<file path="config.mk">
export PLATFORM = sky130hd
export DESIGN_NAME = mmu_unit
export DESIGN_NICKNAME = d
export VERILOG_FILES = /design/src/rtl/mmu_unit.sv
export SDC_FILE = /design/constraint.sdc
export NUM_CORES = 1
export LEC_CHECK = 0
export ABC_AREA = 1
export ABC_CLOCK_PERIOD_IN_PS = 8400
export CELL_PAD_IN_SITES_DETAIL_PLACEMENT = 2
export CELL_PAD_IN_SITES_GLOBAL_PLACEMENT = 2
export CORE_AREA = 4 4 303 305
export DETAILED_ROUTE_END_ITERATION = 8
export DIE_AREA = 0 0 307 309
export HOLD_SLACK_MARGIN = 0.12
export PLACE_DENSITY_LB_ADDON = 0.1
export RECOVER_POWER = 25
export SLEW_MARGIN = 20
export SYNTH_ARGS = -nofsm -noshare
export SYNTH_HDL_FRONTEND = slang
export SYNTH_SLANG_ARGS = --single-unit
</file>
<file path="constraint.sdc">
create_clock -name clk -period 8.4 [get_ports clk]
set_input_delay 1.68 -clock clk [delete_from_list [all_inputs] [get_ports clk]]
set_output_delay 1.68 -clock clk [all_outputs]
set_load 0.02 [all_outputs]
</file>
<file path="src/rtl/mmu_unit.sv">
// Address-translation unit: latches the core's virtual address, maps it through fixed
// kernel segments or an 8-entry fully-associative TLB, and exposes TLB management registers.
module mmu_unit #(
  parameter string TAG = "MMU"
) (
  input  logic        clk,
  input  logic        res,
  input  logic        addrValid,
  input  logic [31:0] vAddr,
  input  logic [1:0]  mmu_accessType,
  output logic [31:0] pAddr,
  output logic        db_io,
  input  logic [1:0]  mmu_reg,
  input  logic [31:0] mmu_dataIn,
  output logic [31:0] mmu_dataOut,
  input  logic [2:0]  mmu_cmd,
  output logic [1:0]  mmu_exception
);

  localparam logic [1:0] AT_NONE = 2'd0;
  localparam logic [1:0] AT_W    = 2'd2;

  localparam logic [1:0] REG_INDEX    = 2'd0;
  localparam logic [1:0] REG_ENTRY_HI = 2'd1;
  localparam logic [1:0] REG_ENTRY_LO = 2'd2;
  localparam logic [1:0] REG_BAD      = 2'd3;

  localparam logic [2:0] CMD_WRITE_REG = 3'd1;
  localparam logic [2:0] CMD_TLBWI     = 3'd2;
  localparam logic [2:0] CMD_TLBR      = 3'd3;
  localparam logic [2:0] CMD_TLBP      = 3'd4;

  localparam logic [1:0] EXC_NONE    = 2'd0;
  localparam logic [1:0] EXC_MISS    = 2'd1;
  localparam logic [1:0] EXC_INVALID = 2'd2;
  localparam logic [1:0] EXC_MODIFY  = 2'd3;

  localparam int NUM_ENTRIES = 8;

  // The name only tags debug output in simulation models; it has no hardware meaning.
  if ($bits(TAG) == 0) begin : g_untagged
  end

  // Latched access
  logic [31:0] va_q;
  logic [1:0]  at_q;

  // Management registers
  logic        index_miss_q;
  logic [2:0]  index_q;
  logic [19:0] hi_vpn_q;
  logic [19:0] lo_pfn_q;
  logic        lo_io_q, lo_d_q, lo_v_q;
  logic [31:0] bad_vaddr_q;

  // TLB storage
  logic [19:0] tlb_vpn_q [NUM_ENTRIES];
  logic [19:0] tlb_pfn_q [NUM_ENTRIES];
  logic        tlb_io_q  [NUM_ENTRIES];
  logic        tlb_d_q   [NUM_ENTRIES];
  logic        tlb_v_q   [NUM_ENTRIES];
  logic [NUM_ENTRIES-1:0] tlb_e_q;

  logic       xlat_hit, probe_hit;
  logic [2:0] xlat_idx, probe_idx;

  // Mask bits of the write data that no register field holds.
  logic unused_data_bits;
  assign unused_data_bits = ^mmu_dataIn[11:3];

  // Scanning from the top down lets the lowest matching index win.
  always_comb begin
    xlat_hit  = 1'b0;
    xlat_idx  = '0;
    probe_hit = 1'b0;
    probe_idx = '0;
    for (int i = NUM_ENTRIES - 1; i >= 0; i--) begin
      if (tlb_e_q[i] && tlb_vpn_q[i] == va_q[31:12]) begin
        xlat_hit = 1'b1;
        xlat_idx = 3'(i);
      end
      if (tlb_e_q[i] && tlb_vpn_q[i] == hi_vpn_q) begin
        probe_hit = 1'b1;
        probe_idx = 3'(i);
      end
    end
  end

  always_comb begin
    pAddr         = '0;
    db_io         = 1'b0;
    mmu_exception = EXC_NONE;
    if (va_q[31:29] == 3'b100 || va_q[31:29] == 3'b101) begin
      pAddr = {3'b000, va_q[28:0]};
      db_io = va_q[29];
    end else if (xlat_hit) begin
      pAddr = {tlb_pfn_q[xlat_idx], va_q[11:0]};
      db_io = tlb_io_q[xlat_idx];
      if (!tlb_v_q[xlat_idx]) begin
        mmu_exception = EXC_INVALID;
      end else if (at_q == AT_W && !tlb_d_q[xlat_idx]) begin
        mmu_exception = EXC_MODIFY;
      end
    end else begin
      mmu_exception = EXC_MISS;
    end
    if (at_q == AT_NONE) begin
      mmu_exception = EXC_NONE;
    end
  end

  always_comb begin
    mmu_dataOut = '0;
    case (mmu_reg)
      REG_INDEX:    mmu_dataOut = {index_miss_q, 28'd0, index_q};
      REG_ENTRY_HI: mmu_dataOut = {hi_vpn_q, 12'd0};
      REG_ENTRY_LO: mmu_dataOut = {lo_pfn_q, 9'd0, lo_io_q, lo_d_q, lo_v_q};
      default:      mmu_dataOut = bad_vaddr_q;
    endcase
  end

  // NOTE: only the match-enable bits are reset; the entry payload is plain storage whose
  // contents are meaningless until TLBWI sets E, so it needs no reset network.
  always_ff @(posedge clk) begin
    if (res && mmu_cmd == CMD_TLBWI) begin
      tlb_vpn_q[index_q] <= hi_vpn_q;
      tlb_pfn_q[index_q] <= lo_pfn_q;
      tlb_io_q[index_q]  <= lo_io_q;
      tlb_d_q[index_q]   <= lo_d_q;
      tlb_v_q[index_q]   <= lo_v_q;
    end
  end

  always_ff @(posedge clk) begin
    if (!res) begin
      va_q         <= '0;
      at_q         <= AT_NONE;
      tlb_e_q      <= '0;
      index_miss_q <= 1'b0;
      index_q      <= '0;
      hi_vpn_q     <= '0;
      lo_pfn_q     <= '0;
      lo_io_q      <= 1'b0;
      lo_d_q       <= 1'b0;
      lo_v_q       <= 1'b0;
      bad_vaddr_q  <= '0;
    end else begin
      if (addrValid) begin
        va_q <= vAddr;
        at_q <= mmu_accessType;
      end
      if (mmu_exception != EXC_NONE) begin
        bad_vaddr_q <= va_q;
      end
      case (mmu_cmd)
        CMD_WRITE_REG: begin
          case (mmu_reg)
            REG_INDEX: begin
              index_miss_q <= mmu_dataIn[31];
              index_q      <= mmu_dataIn[2:0];
            end
            REG_ENTRY_HI: hi_vpn_q <= mmu_dataIn[31:12];
            REG_ENTRY_LO: begin
              lo_pfn_q <= mmu_dataIn[31:12];
              lo_io_q  <= mmu_dataIn[2];
              lo_d_q   <= mmu_dataIn[1];
              lo_v_q   <= mmu_dataIn[0];
            end
            default: ;
          endcase
        end
        CMD_TLBWI: tlb_e_q[index_q] <= 1'b1;
        CMD_TLBR: begin
          hi_vpn_q <= tlb_vpn_q[index_q];
          lo_pfn_q <= tlb_pfn_q[index_q];
          lo_io_q  <= tlb_io_q[index_q];
          lo_d_q   <= tlb_d_q[index_q];
          lo_v_q   <= tlb_v_q[index_q];
        end
        CMD_TLBP: begin
          if (probe_hit) begin
            index_miss_q <= 1'b0;
            index_q      <= probe_idx;
          end else begin
            index_miss_q <= 1'b1;
          end
        end
        default: ;
      endcase
    end
  end

endmodule

</file>
==> key figures <==
Status
  • Status: finished with violations
  • Failing checks: capacitance limit, slew limit

Place
  • GPL Wtd Cong: 0.995
  • DP Wirelength: 107 mm
  • PortBufs: 131
  • Placed inst area: 29,300 um^2

Detailed routing
  • Drt wl/cell: 33.0 um
  • Avg Vias per Cell: 5.82
  • Post-route DRC: 0
  • Antenna-violating nets left: 0
  • Routed vias: 27,191
  • Starting DRT DRC Count: 2,708
  • TritonRoute pass-1 iters: 5
  • Routed WL: 154 mm

Yosys
  • Syn avg cell area: 7.92 um^2
  • Synth top cells by count: 717 x nand2_1, 411 x o21ai_0, 344 x edfxtp_1
  • Prevailing post-synth register cell: edfxtp_1
  • Synth Area in Adders: 0
  • Gate count after technology mapping: 3,362
  • Post-synth top area cell: edfxtp_1
  • Synthesized cell area: 26,600 um^2
  • Synth unique cells: 54
  • FF+latch count, synth: 468
  • Mux share of post-synthesis cell area: 0
  • Largest family of logic cells by synthesized area: simple AND/OR/NAND/NOR gates
  • Share of async-settable or async-resettable flops after synthesis: 0
  • Post-Synth XOR/XNOR Area: 0.0250
  • Top-count cell post-synth: nand2_1
  • Synth Area in Simple Gates: 0.225
  • Leading post-synthesis cells by cell area: edfxtp_1 39%, nand2_1 10%, dfxtp_1 9.3%
  • Post-synthesis compound-gate area fraction: 0.184
  • Synth top area share: 0.388
  • Syn. warnings: 0
  • EDFF count, synth: 344
  • Syn nets: 3,436
  • Sequential area share after synthesis: 0.481

Clock network
  • TritonCTS clock tree: yes
  • CTS root buf: clkbuf_16
  • Clock-pin slew on the worst setup and hold paths: 0.06 ns
  • CTS-repair resized insts: 0
  • Worst-Skew Late Latency: 0.67 ns
  • TritonCTS Buffers: 58
  • CTS sink count: 468
  • H-tree depth: 2
  • Clk buf depth: 3
  • Postcts setup bufs: 0
  • CTS Hold Buffers Added: 0

Power and ir drop
  • Worst VDD drop: 0.171 mV
  • Lkg Pwr: 11.8 nW
  • PD cells: 193 nW/um^2
  • Design Power: 6.03 mW

Min path
  • Hold/Removal Path Class: flop to flop
  • Hold path cells: 2
  • Worst Hold Path EP: va_q[11]
  • Worst Hold Launch: va_q[11]

Worst setup path
  • CP max FO: 101
  • Worst Reg-to-Reg Cells: 21
  • CP startpoint kind: flop
  • Reg-to-reg endpoint: bad_vaddr_q[17]
  • Crit path kind: flop to output pin
  • Worst path arrival time: 6.04 ns
  • Worst R2R Setup Slack: 3.01 ns
  • WP data required: 6.72 ns
  • Crit. End Element: output pin
  • Worst reg2reg path startpoint: va_q[26]

STA
  • Minimum clock period: 7.72 ns
  • Slew Limit Headroom: -0.276
  • FMAX: 130 MHz
  • Period utilisation layout: 0.919
  • Endpoints failing setup: 0
  • Worst-margin pin slew: 1.91 ns
  • Pins Over Slew Limit: 150
  • Hold Fails Final Rpt: 0
  • RSZ-0062 raised after global routing: false
  • Total negative slack: 0 ns
  • Clock skew: 0.0599 ns

GRT
  • GRT Overall Usage: 0.316
  • Grt ovf: 0
  • Vias in the first global route: 28,301
  • Initial antenna violation count: 10
  • Wire length of the first global-routing pass: 214 mm
  • Largest net degree at the start of global routing: 102

Die
  • Top Ports: 141
  • Starting Density: 0.298
  • # rows: 110
  • Die area: 94,900 um^2
  • Die width: 307 um
  • CORE AREA: 89,300 um^2
  • Die Height: 309 um

Final layout
  • Layout area overhead: 17.4%
  • Share of cells above drive strength 1: 0.0687
  • Post-route cell area: 31,300 um^2
  • Nets: 3,516

Flow run
  • Maxcap violations: 8
[cell type report]
class	count	area (um^2)
clock buffer	76	1560
inverter	355	1340
multi-input combinational	2340	11700
timing repair buffer	219	2010
sequential	468	12800
antenna	1	2.50
fill	10138	58100
clock inverter	34	392
tap	1176	1470
[sequential cells by signal, summed over array words and instances, names as in the netlist, 20 cells and up, named ones only]
| register | flops |
|---|---|
| tlb_pfn_q | 160 |
| tlb_vpn_q | 160 |
| bad_vaddr_q | 32 |
| va_q | 32 |
| hi_vpn_q | 20 |
| lo_pfn_q | 20 |
[metal layers]
| layer | global-route usage | up-vias | share of wire |
|---|---|---|---|
| met4 | 0.128 | 8 | 0.047 |
| met2 | 0.510 | 1093 | 0.45 |
| li1 | - | 11743 | - |
| met3 | 0.0551 | 279 | 0.075 |
| met5 | 0 | - | 0.00037 |
| met1 | 0.422 | 14068 | 0.43 |
[placed cells by master (no fill, tap or decap), types with 4 or more instances in the layout]
cell / instances
a211oi_1: 10
buf_4: 74
nand3b_1: 11
o2111ai_1: 14
o221ai_1: 6
nor4_1: 44
nand4_1: 52
nor3_1: 32
nand3_2: 5
o211ai_1: 82
edfxtp_1: 344
inv_1: 321
a21oi_1: 202
nor2_4: 9
a2111oi_0: 8
nand3_1: 187
a21oi_4: 4
a221oi_1: 12
o21ai_1: 11
clkbuf_1: 25
nor2_1: 305
nand2_1: 717
nor3b_1: 7
dfxtp_1: 121
clkinvlp_4: 7
o22ai_1: 50
or2_2: 9
nand2_2: 4
clkdlybuf4s50_1: 130
inv_2: 22
xnor2_1: 37
xor2_1: 39
o2111a_1: 4
clkbuf_16: 59
o21ai_0: 411
a31oi_1: 43
clkinv_1: 13
clkinv_2: 13
bufinv_16: 6
[power breakdown]
| group | total, mW | internal [mW] | switching, mW | leakage (nW) |
|---|---|---|---|---|
| clock network | 2.61 | 1.50 | 1.11 | 0.935 |
| logic | 0.832 | 0.215 | 0.617 | 6.59 |
| registers | 2.59 | 2.53 | 0.0574 | 4.30 |
| total | 6.03 | 4.25 | 1.78 | 11.8 |
[metrics by stage]
stage                     worst slack, ns  utilization  hold WS, ns  std cells
after global placement               1.57        0.328        0.461       4556
after floorplan                      3.81            -        0.448       3362
final                               0.683        0.350        0.482       4669
after CTS                           0.776        0.350        0.485       4666
after detailed placement             1.50        0.328        0.478       4556
after global routing                0.548        0.350        0.506       4669
[how the worst max path moves through the flow]
| stage | start | to | slack, ns | cells past startpoint |
|---|---|---|---|---|
| 3_3_place_gp | va_q[26] | pAddr[15] | 1.57 | 22 |
| 5_1_grt | va_q[26] | pAddr[15] | 0.55 | 22 |
| 3_5_place_dp | va_q[26] | pAddr[15] | 1.50 | 22 |
| 4_1_cts | va_q[26] | pAddr[15] | 0.78 | 22 |
| 2_1_floorplan | res | tlb_d_q[0] | 3.81 | 4 |
| 6_report | va_q[26] | pAddr[15] | 0.68 | 22 |
[kinds of logic after synthesis]
group,after synthesis
AO/OA/AOI/OAI,865
buffers and inverters,554
XOR/XNOR,76
flip-flops,468
AND/OR/NAND/NOR,1399
[critical path, stage by stage (launching register included)]
cell	delay, ns
dfxtp_1	0.95
inv_2	0.56
nand2_1	0.24
nand2_1	0.07
nor2_1	0.11
nand3_1	0.08
nor2_1	0.10
nand3_1	0.19
nand2_1	0.24
nand2_1	0.08
nand2_1	0.14
nand2_1	0.08
nand2_1	0.11
nand2_2	0.15
nand2_4	0.30
buf_12	0.35
a21oi_1	0.14
o21ai_0	0.11
o21ai_0	0.11
nand2_1	0.07
nand3_1	0.17
o21ai_1	0.22
clkdlybuf4s50_1	0.65
Note: power is estimated with default switching activity, not from simulation.
